## src/rtl/launchpad_event_sched_if.sv

```systemverilog
// Bus between the button bank, the event scheduler and the segment pattern logic.
// master: the scheduler side (drives grant/animation outputs); slave: the consumer side.
interface launchpad_event_sched_if #(
  parameter int NUM_EVT = 8
);
  logic [NUM_EVT-1:0] button_inp;
  logic [NUM_EVT-1:0] grant;
  logic [2:0]         evt_sel;
  logic               evt_active;
  logic [2:0]         frame_idx;
  logic [7:0]         digit_en;
  logic               busy;
  logic               start_pls;
  logic               done_pls;

  modport master (
    input  button_inp,
    output grant, evt_sel, evt_active, frame_idx, digit_en, busy, start_pls, done_pls
  );

  modport slave (
    output button_inp,
    input  grant, evt_sel, evt_active, frame_idx, digit_en, busy, start_pls, done_pls
  );
endinterface

```

## src/rtl/launchpad_event_sched.sv

```systemverilog
// Round-robin scheduler turning button presses into timed seven-segment frame animations.
// Optional macro EVT_PREEMPT_EN: a pending request for another event aborts PLAY at a frame boundary.
module launchpad_event_sched #(
  parameter int NUM_EVT    = 8,
  parameter int FRAME_CYC  = 4,
  parameter int NUM_FRAMES = 8,
  parameter int GAP_CYC    = 2
) (
  input logic                     clk,
  input logic                     rst,
  launchpad_event_sched_if.master bus
);

  localparam int IW   = $clog2(NUM_EVT);
  localparam int FT_W = (FRAME_CYC > 1) ? $clog2(FRAME_CYC) : 1;
  localparam int GT_W = (GAP_CYC > 1) ? $clog2(GAP_CYC) : 1;
  localparam logic [FT_W-1:0] FT_LAST = FT_W'(FRAME_CYC - 1);
  localparam logic [GT_W-1:0] GT_LAST = GT_W'(GAP_CYC - 1);
  localparam logic [2:0]      FR_LAST = 3'(NUM_FRAMES - 1);
  localparam logic [IW-1:0]   LG_RST  = IW'(NUM_EVT - 1);

  typedef enum logic [1:0] {IDLE, ARB, PLAY, GAP} state_t;

  state_t             state;
  logic [NUM_EVT-1:0] btn_q;
  logic [NUM_EVT-1:0] pend;
  logic [IW-1:0]      last_grant;
  logic [FT_W-1:0]    frame_tmr;
  logic [GT_W-1:0]    gap_tmr;
  logic [NUM_EVT-1:0] grant;
  logic [2:0]         evt_sel;
  logic               evt_active;
  logic [2:0]         frame_idx;
  logic [7:0]         digit_en;
  logic               busy;
  logic               start_pls;
  logic               done_pls;

  logic [NUM_EVT-1:0] rise;
  logic [IW-1:0]      arb_sel;
  logic               arb_hit;
  logic [NUM_EVT-1:0] arb_onehot;

  // Left-to-right digit fill; the final frame always lights the whole bank.
  function automatic logic [7:0] fill_mask(input logic [2:0] idx);
    logic [7:0] m;
    for (int i = 0; i < 8; i++) m[i] = (3'(i) <= idx) || (idx == FR_LAST);
    return m;
  endfunction

  assign rise = bus.button_inp & ~btn_q;

  // Scan downward so the last hit kept is the nearest one after last_grant.
  always_comb begin
    arb_sel = last_grant;
    arb_hit = 1'b0;
    for (int k = NUM_EVT; k >= 1; k--) begin
      if (pend[IW'((int'(last_grant) + k) % NUM_EVT)]) begin
        arb_sel = IW'((int'(last_grant) + k) % NUM_EVT);
        arb_hit = 1'b1;
      end
    end
  end

  assign arb_onehot = NUM_EVT'(1) << arb_sel;

  always_ff @(posedge clk or negedge rst) begin
    if (!rst) begin
      state      <= IDLE;
      btn_q      <= '0;
      pend       <= '0;
      last_grant <= LG_RST;
      frame_tmr  <= '0;
      gap_tmr    <= '0;
      grant      <= '0;
      evt_sel    <= '0;
      evt_active <= 1'b0;
      frame_idx  <= '0;
      digit_en   <= '0;
      busy       <= 1'b0;
      start_pls  <= 1'b0;
      done_pls   <= 1'b0;
    end else begin
      btn_q     <= bus.button_inp;
      pend      <= pend | rise;
      start_pls <= 1'b0;
      done_pls  <= 1'b0;
      case (state)
        IDLE: begin
          if (|pend) begin
            state <= ARB;
            busy  <= 1'b1;
          end
        end
        ARB: begin
          if (arb_hit) begin
            state      <= PLAY;
            evt_sel    <= 3'(arb_sel);
            grant      <= arb_onehot;
            last_grant <= arb_sel;
            // A fresh rise on the granted button in this cycle keeps it queued.
            pend       <= (pend & ~arb_onehot) | rise;
            frame_tmr  <= '0;
            frame_idx  <= '0;
            digit_en   <= fill_mask(3'd0);
            evt_active <= 1'b1;
            start_pls  <= 1'b1;
          end else begin
            state <= IDLE;
            busy  <= 1'b0;
          end
        end
        PLAY: begin
          if (frame_tmr != FT_LAST) begin
            frame_tmr <= frame_tmr + FT_W'(1);
          end else begin
            frame_tmr <= '0;
`ifdef EVT_PREEMPT_EN
            if (|(pend & ~grant)) begin
              state      <= ARB;
              grant      <= '0;
              evt_active <= 1'b0;
              frame_idx  <= '0;
              digit_en   <= '0;
            end else
`endif
            if (frame_idx == FR_LAST) begin
              state      <= GAP;
              grant      <= '0;
              evt_active <= 1'b0;
              frame_idx  <= '0;
              digit_en   <= '0;
              gap_tmr    <= '0;
              done_pls   <= (GAP_CYC == 1);
            end else begin
              frame_idx <= frame_idx + 3'd1;
              digit_en  <= fill_mask(frame_idx + 3'd1);
            end
          end
        end
        GAP: begin
          if (gap_tmr == GT_LAST) begin
            state   <= IDLE;
            busy    <= 1'b0;
            gap_tmr <= '0;
          end else begin
            gap_tmr  <= gap_tmr + GT_W'(1);
            done_pls <= ((gap_tmr + GT_W'(1)) == GT_LAST);
          end
        end
        default: state <= IDLE;
      endcase
    end
  end

  assign bus.grant      = grant;
  assign bus.evt_sel    = evt_sel;
  assign bus.evt_active = evt_active;
  assign bus.frame_idx  = frame_idx;
  assign bus.digit_en   = digit_en;
  assign bus.busy       = busy;
  assign bus.start_pls  = start_pls;
  assign bus.done_pls   = done_pls;

endmodule

```

## src/flat_wrapper.sv

```systemverilog
// flat-port wrapper written by rule: the top's interface ports become plain ports
module launchpad_event_sched_flat 
#(
  parameter int NUM_EVT    = 8,
  parameter int FRAME_CYC  = 4,
  parameter int NUM_FRAMES = 8,
  parameter int GAP_CYC    = 2
)
  (clk, rst, bus_button_inp, bus_grant, bus_evt_sel, bus_evt_active, bus_frame_idx, bus_digit_en, bus_busy, bus_start_pls, bus_done_pls);
  launchpad_event_sched_if #(.NUM_EVT(NUM_EVT)) bus_i ();
  input logic clk;
  input logic rst;
  input wire logic [$bits(bus_i.button_inp)-1:0] bus_button_inp;
  output wire logic [$bits(bus_i.grant)-1:0] bus_grant;
  output wire logic [$bits(bus_i.evt_sel)-1:0] bus_evt_sel;
  output wire logic [$bits(bus_i.evt_active)-1:0] bus_evt_active;
  output wire logic [$bits(bus_i.frame_idx)-1:0] bus_frame_idx;
  output wire logic [$bits(bus_i.digit_en)-1:0] bus_digit_en;
  output wire logic [$bits(bus_i.busy)-1:0] bus_busy;
  output wire logic [$bits(bus_i.start_pls)-1:0] bus_start_pls;
  output wire logic [$bits(bus_i.done_pls)-1:0] bus_done_pls;
  assign bus_i.button_inp = bus_button_inp;
  assign bus_grant = bus_i.grant;
  assign bus_evt_sel = bus_i.evt_sel;
  assign bus_evt_active = bus_i.evt_active;
  assign bus_frame_idx = bus_i.frame_idx;
  assign bus_digit_en = bus_i.digit_en;
  assign bus_busy = bus_i.busy;
  assign bus_start_pls = bus_i.start_pls;
  assign bus_done_pls = bus_i.done_pls;
  launchpad_event_sched #(.NUM_EVT(NUM_EVT), .FRAME_CYC(FRAME_CYC), .NUM_FRAMES(NUM_FRAMES), .GAP_CYC(GAP_CYC)) u_core (.clk(clk), .rst(rst), .bus(bus_i));
endmodule
```

## config.mk

```make
export PLATFORM = sky130hd
export DESIGN_NAME = launchpad_event_sched_flat
export DESIGN_NICKNAME = d
export VERILOG_FILES = /design/src/rtl/launchpad_event_sched_if.sv /design/src/rtl/launchpad_event_sched.sv /design/src/flat_wrapper.sv
export SDC_FILE = /design/constraint.sdc
export NUM_CORES = 1
export LEC_CHECK = 0
export CORE_ASPECT_RATIO = 0.7
export CORE_MARGIN = 1
export CORE_UTILIZATION = 57
export DETAILED_ROUTE_END_ITERATION = 8
export HOLD_SLACK_MARGIN = 0.05
export PLACE_DENSITY_LB_ADDON = 0.25
export SYNTH_ARGS = -nofsm -noshare
export SYNTH_HDL_FRONTEND = slang
export SYNTH_SLANG_ARGS = --single-unit
```

## constraint.sdc

```tcl
create_clock -name clk -period 3.8 [get_ports clk]
set_input_delay 1.14 -clock clk [delete_from_list [all_inputs] [get_ports clk]]
set_output_delay 1.14 -clock clk [all_outputs]
set_load 0.01 [all_outputs]
```

### Word-level counts from Yosys, hierarchy flattened

Cells that the tools add are included.

| storage, ports and cells | value |
|---|---|
| bits in read-only memories | 0 |
| input port bits | 10 |
| flip-flop bits (word level) | 50 |
| memories kept | 0 |
| logic and storage cells | 156 |
| bits in latches | 0 |
| output and inout bits | 26 |
| bits in writable memories | 0 |

| operators by class | value |
|---|---|
| $lt $le $gt $ge | 16 |
| div/mod/pow operators | 0 |
| bitwise operators | 6 |
| multiply operators | 0 |
| mux-type cells | 76 |
| eq/ne operators | 12 |
| shift-type cells | 1 |
| add/subtract/negate cells | 11 |
| reductions and logical operators | 20 |

Operators with widths:

| kind | count |
|---|---|
| $mux W8 | 8 |
| $lt A3 B5 Y1 const B | 8 |
| $mux W1 | 34 |
| $mux W3 | 11 |
| $pmux W8 S2 | 2 |
| $bmux W1 S3 | 8 |
| $and A8 B8 Y8 | 2 |
| $not A8 Y8 | 2 |
| $or A8 B8 Y8 | 2 |
| $mux W2 | 7 |
| $add A3 B3 Y3 const B | 4 |
| $le A3 B3 Y1 const A | 4 |
| $reduce_and A4 Y1 | 3 |
| $add A3 B1 Y3 const B | 3 |
| $logic_or A1 B1 Y1 | 8 |
| $ne A2 B1 Y1 const B | 4 |
| $pmux W2 S4 | 1 |
| $reduce_or A8 Y1 | 1 |
| $shl A1 B3 Y8 const A | 1 |
| $add A3 B2 Y3 const B | 2 |
| $eq A3 B3 Y1 const B | 2 |
| $le A1 B3 Y1 const A | 2 |
| $le A2 B3 Y1 const A | 2 |
| $ne A2 B2 Y1 const B | 3 |
| 13 further kinds | 18 |

### Longest topological paths before layout

| logic depth | value |
|---|---|
| depth in word-level cells | 18 |
| gate-level depth with buffers | 12 |
| depth with buffers taken out | 10 |

### Worst setup path after synthesis

No wires, ideal clock.

| timing path | value |
|---|---|
| path type | register to register |
| from | reg u_core.last_grant[0] |
| to | reg u_core.grant[3], in the netlist u_core.bus.grant[3] |
| period minus slack after synthesis | 3.299 ns |
| path slack | 0.501 ns |
| data arrival time | 3.177 ns |
| path buffers | 2 |
| required time | 3.678 ns |
| setup time | 0.122 ns |
| stages on the path, launching flop included | 12 |
| cell sequence | dfstp_2 -> buf_6 -> inv_2 -> ha_1 -> buf_6 -> mux2_2 -> mux4_2 -> or4_4 -> o2111ai_2 -> a311oi_2 -> and3_4 -> a32o_1 |

| on the way | value |
|---|---|
| longest elaborated chain between the ends | 15 |
| elaborated cells on any way between the ends | 53 |
| classes of those cells | add/sub (8); eq/ne (1); shift (1); mux (42); reduce/logical (1) |

RTL lines:

| element | line | source |
|---|---|---|
| start, declared | launchpad_event_sched.sv:27 | `logic [IW-1:0] last_grant;` |
| start signal, assigned | launchpad_event_sched.sv:100 | `last_grant <= arb_sel;` |
| $add A3 B1 Y3 | launchpad_event_sched.sv:58, launchpad_event_sched.sv:59 |  |
| $bmux W1 S3 | launchpad_event_sched.sv:58 | `if (pend[IW'((int'(last_grant) + k) % NUM_EVT)]) begin` |
| $mux W1 (implied by the code) (2 in a row) | launchpad_event_sched.sv:58 |  |
| $mux W3 (8 in a row) | launchpad_event_sched.sv:58 |  |
| $shl A1 B3 Y8 | launchpad_event_sched.sv:65 | `assign arb_onehot = NUM_EVT'(1) << arb_sel;` |
| $mux W8 | launchpad_event_sched.sv:96 | `if (arb_hit) begin` |
| $pmux W8 S2 | launchpad_event_sched.sv:88 | `case (state)` |
| end signal, assigned | launchpad_event_sched.sv:99 | `grant <= arb_onehot;` |
| end, declared | launchpad_event_sched.sv:30 | `logic [NUM_EVT-1:0] grant;` |

Several ways; a longest one is shown, not always the timed one. The select of a mux whose other input is x is not followed.
A chain may end at the register's enable or synchronous reset.

### Final worst setup path

| timing path | value |
|---|---|
| from | reg u_core.last_grant[1] |
| to | reg u_core.pend[0] |

| on the way | value |
|---|---|
| longest elaborated chain between the ends | 18 |
| elaborated cells on any way between the ends | 54 |
| classes of those cells | add/sub (8); shift (1); mux (42); bitwise (3) |

RTL lines:

| element | line | source |
|---|---|---|
| $add A3 B1 Y3 | launchpad_event_sched.sv:58, launchpad_event_sched.sv:59 |  |
| $bmux W1 S3 | launchpad_event_sched.sv:58 |  |
| $mux W1 (implied by the code) (2 in a row) | launchpad_event_sched.sv:58 |  |
| $mux W3 (8 in a row) | launchpad_event_sched.sv:58 |  |
| $shl A1 B3 Y8 | launchpad_event_sched.sv:65 |  |
| $not A8 Y8 | launchpad_event_sched.sv:102 | `pend <= (pend & ~arb_onehot) \| rise;` |
| $and A8 B8 Y8 | launchpad_event_sched.sv:102 |  |
| $or A8 B8 Y8 | launchpad_event_sched.sv:102 |  |
| $mux W8 * | launchpad_event_sched.sv:96 |  |
| $mux W8 * | launchpad_event_sched.sv:88 |  |
| end signal, assigned | launchpad_event_sched.sv:85 | `pend <= pend \| rise;` |
| end signal, assigned | launchpad_event_sched.sv:102 |  |
| end, declared | launchpad_event_sched.sv:26 | `logic [NUM_EVT-1:0] pend;` |

Mark *: on every way between the ends. The rest lies on a longest branch, timed or not. The select of a mux whose other input is x is not followed.

==> impl_metrics.ini <==
[outcome]
status = complete, no violations

[job]
drv_cap = 0

[synth]
async_reset_ff_share_pct = 100.0
yosys_register_bits = 50
yosysUniqueCellTypes = 55
yosys.area.top_type = dfrtp_1
synth-seq-area-share_pct = 38.52
syn_nets = 338
synth_area_mm2 = 0.003258
synth_edf_count = 0
ys.flop_type = dfrtp_1
ys_warn_count = 0
synth_area_leaders = dfrtp_1, mux4_2, o21ai_0
synthCells = 316
synth_top_area_share_pct = 36.10
syn_avg_cell_area_um2 = 10.31

[pwr]
vdd_drop_max_mv = 0.1722
p_per_area_mw_per_mm2 = 250.9
power.leakage_uw = 0.001546

[sta]
tightest_slew_ns = 1.092
setup_ws_ns = 0.3962
layout_min_cycle_time_ns = 3.404
rsz0062_at_grt = false
fin_crit_sh_pct = 89.57
skew_ns = 0.007646
finalMaxSlewViolations = 0
finalHoldViolations = 0
relSlewSlack_pct = 27.22
setup_tns_ns = 0
setup_viol = 0
timing.fmax_ghz = 0.2938

[cts]
cts_tree = built
cts_buffers = 5
cts_setup_buffers = 0
cts_sinks = 50
hold_buffers = 0
clock-root-buffer = clkbuf_8
cts_resized = 0
clk_pin_slew_worst_paths_ns = 0.08
cts-htree-levels = 2
clk_latency_ns = 0.30
clockBufferDepth = 2

[critical_path]
cp.arrival_ns = 3.58
cp_slowest_stage_delay_ns = 0.53
crit_path_start_kind = flip-flop
crit_start = u_core.last_grant[1]
crit_type = flip-flop to flip-flop
path_buf_inv = 2
end_kind = flip-flop
endpoint = u_core.pend[0]
r2r_cells = 10
crit_family = compound AO/OA/AOI/OAI gates
cp.required_ns = 3.97
r2r-end = u_core.pend[0]
worst_path_max_delay_cell = dfstp_2
worst-r2r-setup-slack_ns = 0.40
crit_top_cell = o21ai_0
r2r_start = u_core.last_grant[1]
crit_chain = inv_1 > ha_1 > buf_4 > mux4_2 > a22oi_1 > mux2i_1 > nor4_1 > o21ai_0 > a21oi_1 > o21ai_0
cp_max_fo = 11
critical_path_depth = 10

[global_routing]
grt_first_pass_wirelength_um = 12970
overflow = 0
antenna_found_initial = 0
grt_pass1_vias = 2521
grt_usage_pct = 27.79
grt_max_degree = 51

[drt]
via_per_inst = 6.329
ant_nets = 0
routed_wirelength_um = 7661
vias = 2620
wl_per_cell_um = 18.50
drt_pass1_iterations = 5
drc = 0
drt-initial-drc-count = 207

[min_path]
hold_class = flip-flop to flip-flop

[final_layout]
final_cells = 414
drive_gt1_share_pct = 14.91
antenna_cells = 0
stdcell_area_mm2 = 0.003709
final_nets = 363
syn_to_final_growth_pct = 13.82
post-route-util_pct = 69.09

[floorplan]
ios = 36
die_y_um = 65.26
core_mm2 = 0.005368
die_area_mm2 = 0.006027
start_util_pct = 60.70
fp-row-count = 22
die_w_um = 92.37

[placed_design]
pre_cts_ws_ns = 0.4333
numPortBuffers = 35
dpl.hpwl_um = 5465
routabilityCongestion = 0.9868
dpl_cell_area_mm2 = 0.003602
dp.cells = 406
-- registers in the layout, indices dropped and copies added, names as in the netlist, named ones only --
register	cells
u_core.bus.evt_active	1
u_core.last_grant	3
u_core.bus.busy	1
u_core.btn_q	8
u_core.frame_tmr	2
u_core.bus.done_pls	1
u_core.bus.digit_en	8
u_core.gap_tmr	1
u_core.bus.start_pls	1
u_core.state	1
u_core.bus.evt_sel	3
u_core.bus.frame_idx	3
u_core.bus.grant	8
u_core.pend	8
-- logic make-up (layout without fill, tap and decap cells) --
kind of cell | Yosys count | in the layout | share of synthesized area, %
AO/OA/AOI/OAI | 87 | 87 | 17.59
XOR/XNOR | 3 | 3 | 0.8066
buffers and inverters | 43 | 69 | 6.374
AND/OR/NAND/NOR | 82 | 82 | 12.40
flip-flops | 50 | 50 | 38.52
multiplexers | 39 | 39 | 19.70
adder cells (fa/ha/maj) | 12 | 12 | 4.608
-- cells in the final DEF (no fill, tap or decap), types with 3 or more instances in the layout --
cell and count:
dfrtp_1 47, clkdlybuf4s50_1 34, buf_4 5, o21ai_0 32, a32o_1 4, a21oi_1 12
mux2_2 11, nor2b_1 11, nor4_1 5, o211ai_1 4, nand3_1 7, nor2_1 10
a22o_1 5, o31ai_1 5, inv_1 20, mux2i_1 8, nor3_1 5, clkbuf_8 5
nand2_1 34, a21o_1 3, dfstp_2 3, o21ai_1 3, mux4_2 15, nand2b_1 4
ha_1 12
-- synth_stat cells (3+ instances only) --
master    instances
nand2b_1          4
mux4_2           15
ha_1             12
dfrtp_1          47
a21o_1            3
mux2_2           11
dfstp_2           3
nand3_1           7
nand2_1          34
nor4_1            5
nor2b_1          11
buf_6             3
nor2_1           10
mux2i_1           8
o211ai_1          4
a22o_1            5
nor3_1            5
buf_2            12
a21oi_1          12
o21ai_0          33
inv_1            20
o31ai_1           5
clkbuf_1          4
a32o_1            4
-- area by class of cell --
type,count,area [um^2]
Multi-Input combinational cell,223,1795
Fill cell,397,1659
Sequential cell,50,1255
Timing Repair Buffer,40,382.9
Tap cell,72,90.09
Inverter,21,78.83
Clock buffer,7,76.32
Clock inverter,1,30.03
-- worst register-to-register path, stage by stage (launching register included) --
cell and delay (ns):
dfstp_2 0.53, inv_1 0.11, ha_1 0.49, buf_4 0.25
mux4_2 0.38, a22oi_1 0.27, mux2i_1 0.15, nor4_1 0.50
o21ai_0 0.30, a21oi_1 0.22, o21ai_0 0.10
-- power by group --
group          internal (uW)  switching [uW]  total (uW)
clock                    197             173         370
combinational           9.69            13.4        23.0
sequential               536            1.05         537
-- metrics by stage --
stage | hold slack (ns) | total power [uW]
CTS | 0.4857 | 931.9
global route | 0.5068 | 963.1
finish | 0.4771 | 930.4
detailed placement | 0.4651 | 571.6
floorplan | 0.4177 | 550.5
global placement | 0.4594 | 571.2
-- layer usage --
metal | vias up | GRT usage, % | routed length (um)
li1 | 1204 | - | -
met1 | 1278 | 44.16 | 3641
met2 | 130 | 38.98 | 3291
met3 | 8 | 5.208 | 673
met4 | 0 | 6.250 | 55
met5 | - | 0 | 0
-- worst min path at each step --
stage,end,start,cells after the start,slack (ns)
after floorplan,u_core.bus.done_pls,u_core.gap_tmr,1,0.42
after global placement,u_core.bus.done_pls,u_core.gap_tmr,1,0.46
after detailed placement,u_core.bus.evt_sel[2],u_core.bus.evt_sel[2],2,0.47
after CTS,u_core.bus.evt_sel[2],u_core.bus.evt_sel[2],2,0.49
after global routing,u_core.bus.done_pls,u_core.gap_tmr,1,0.51
final,u_core.bus.evt_sel[2],u_core.bus.evt_sel[2],2,0.48
(Power assumes the default switching activity.)
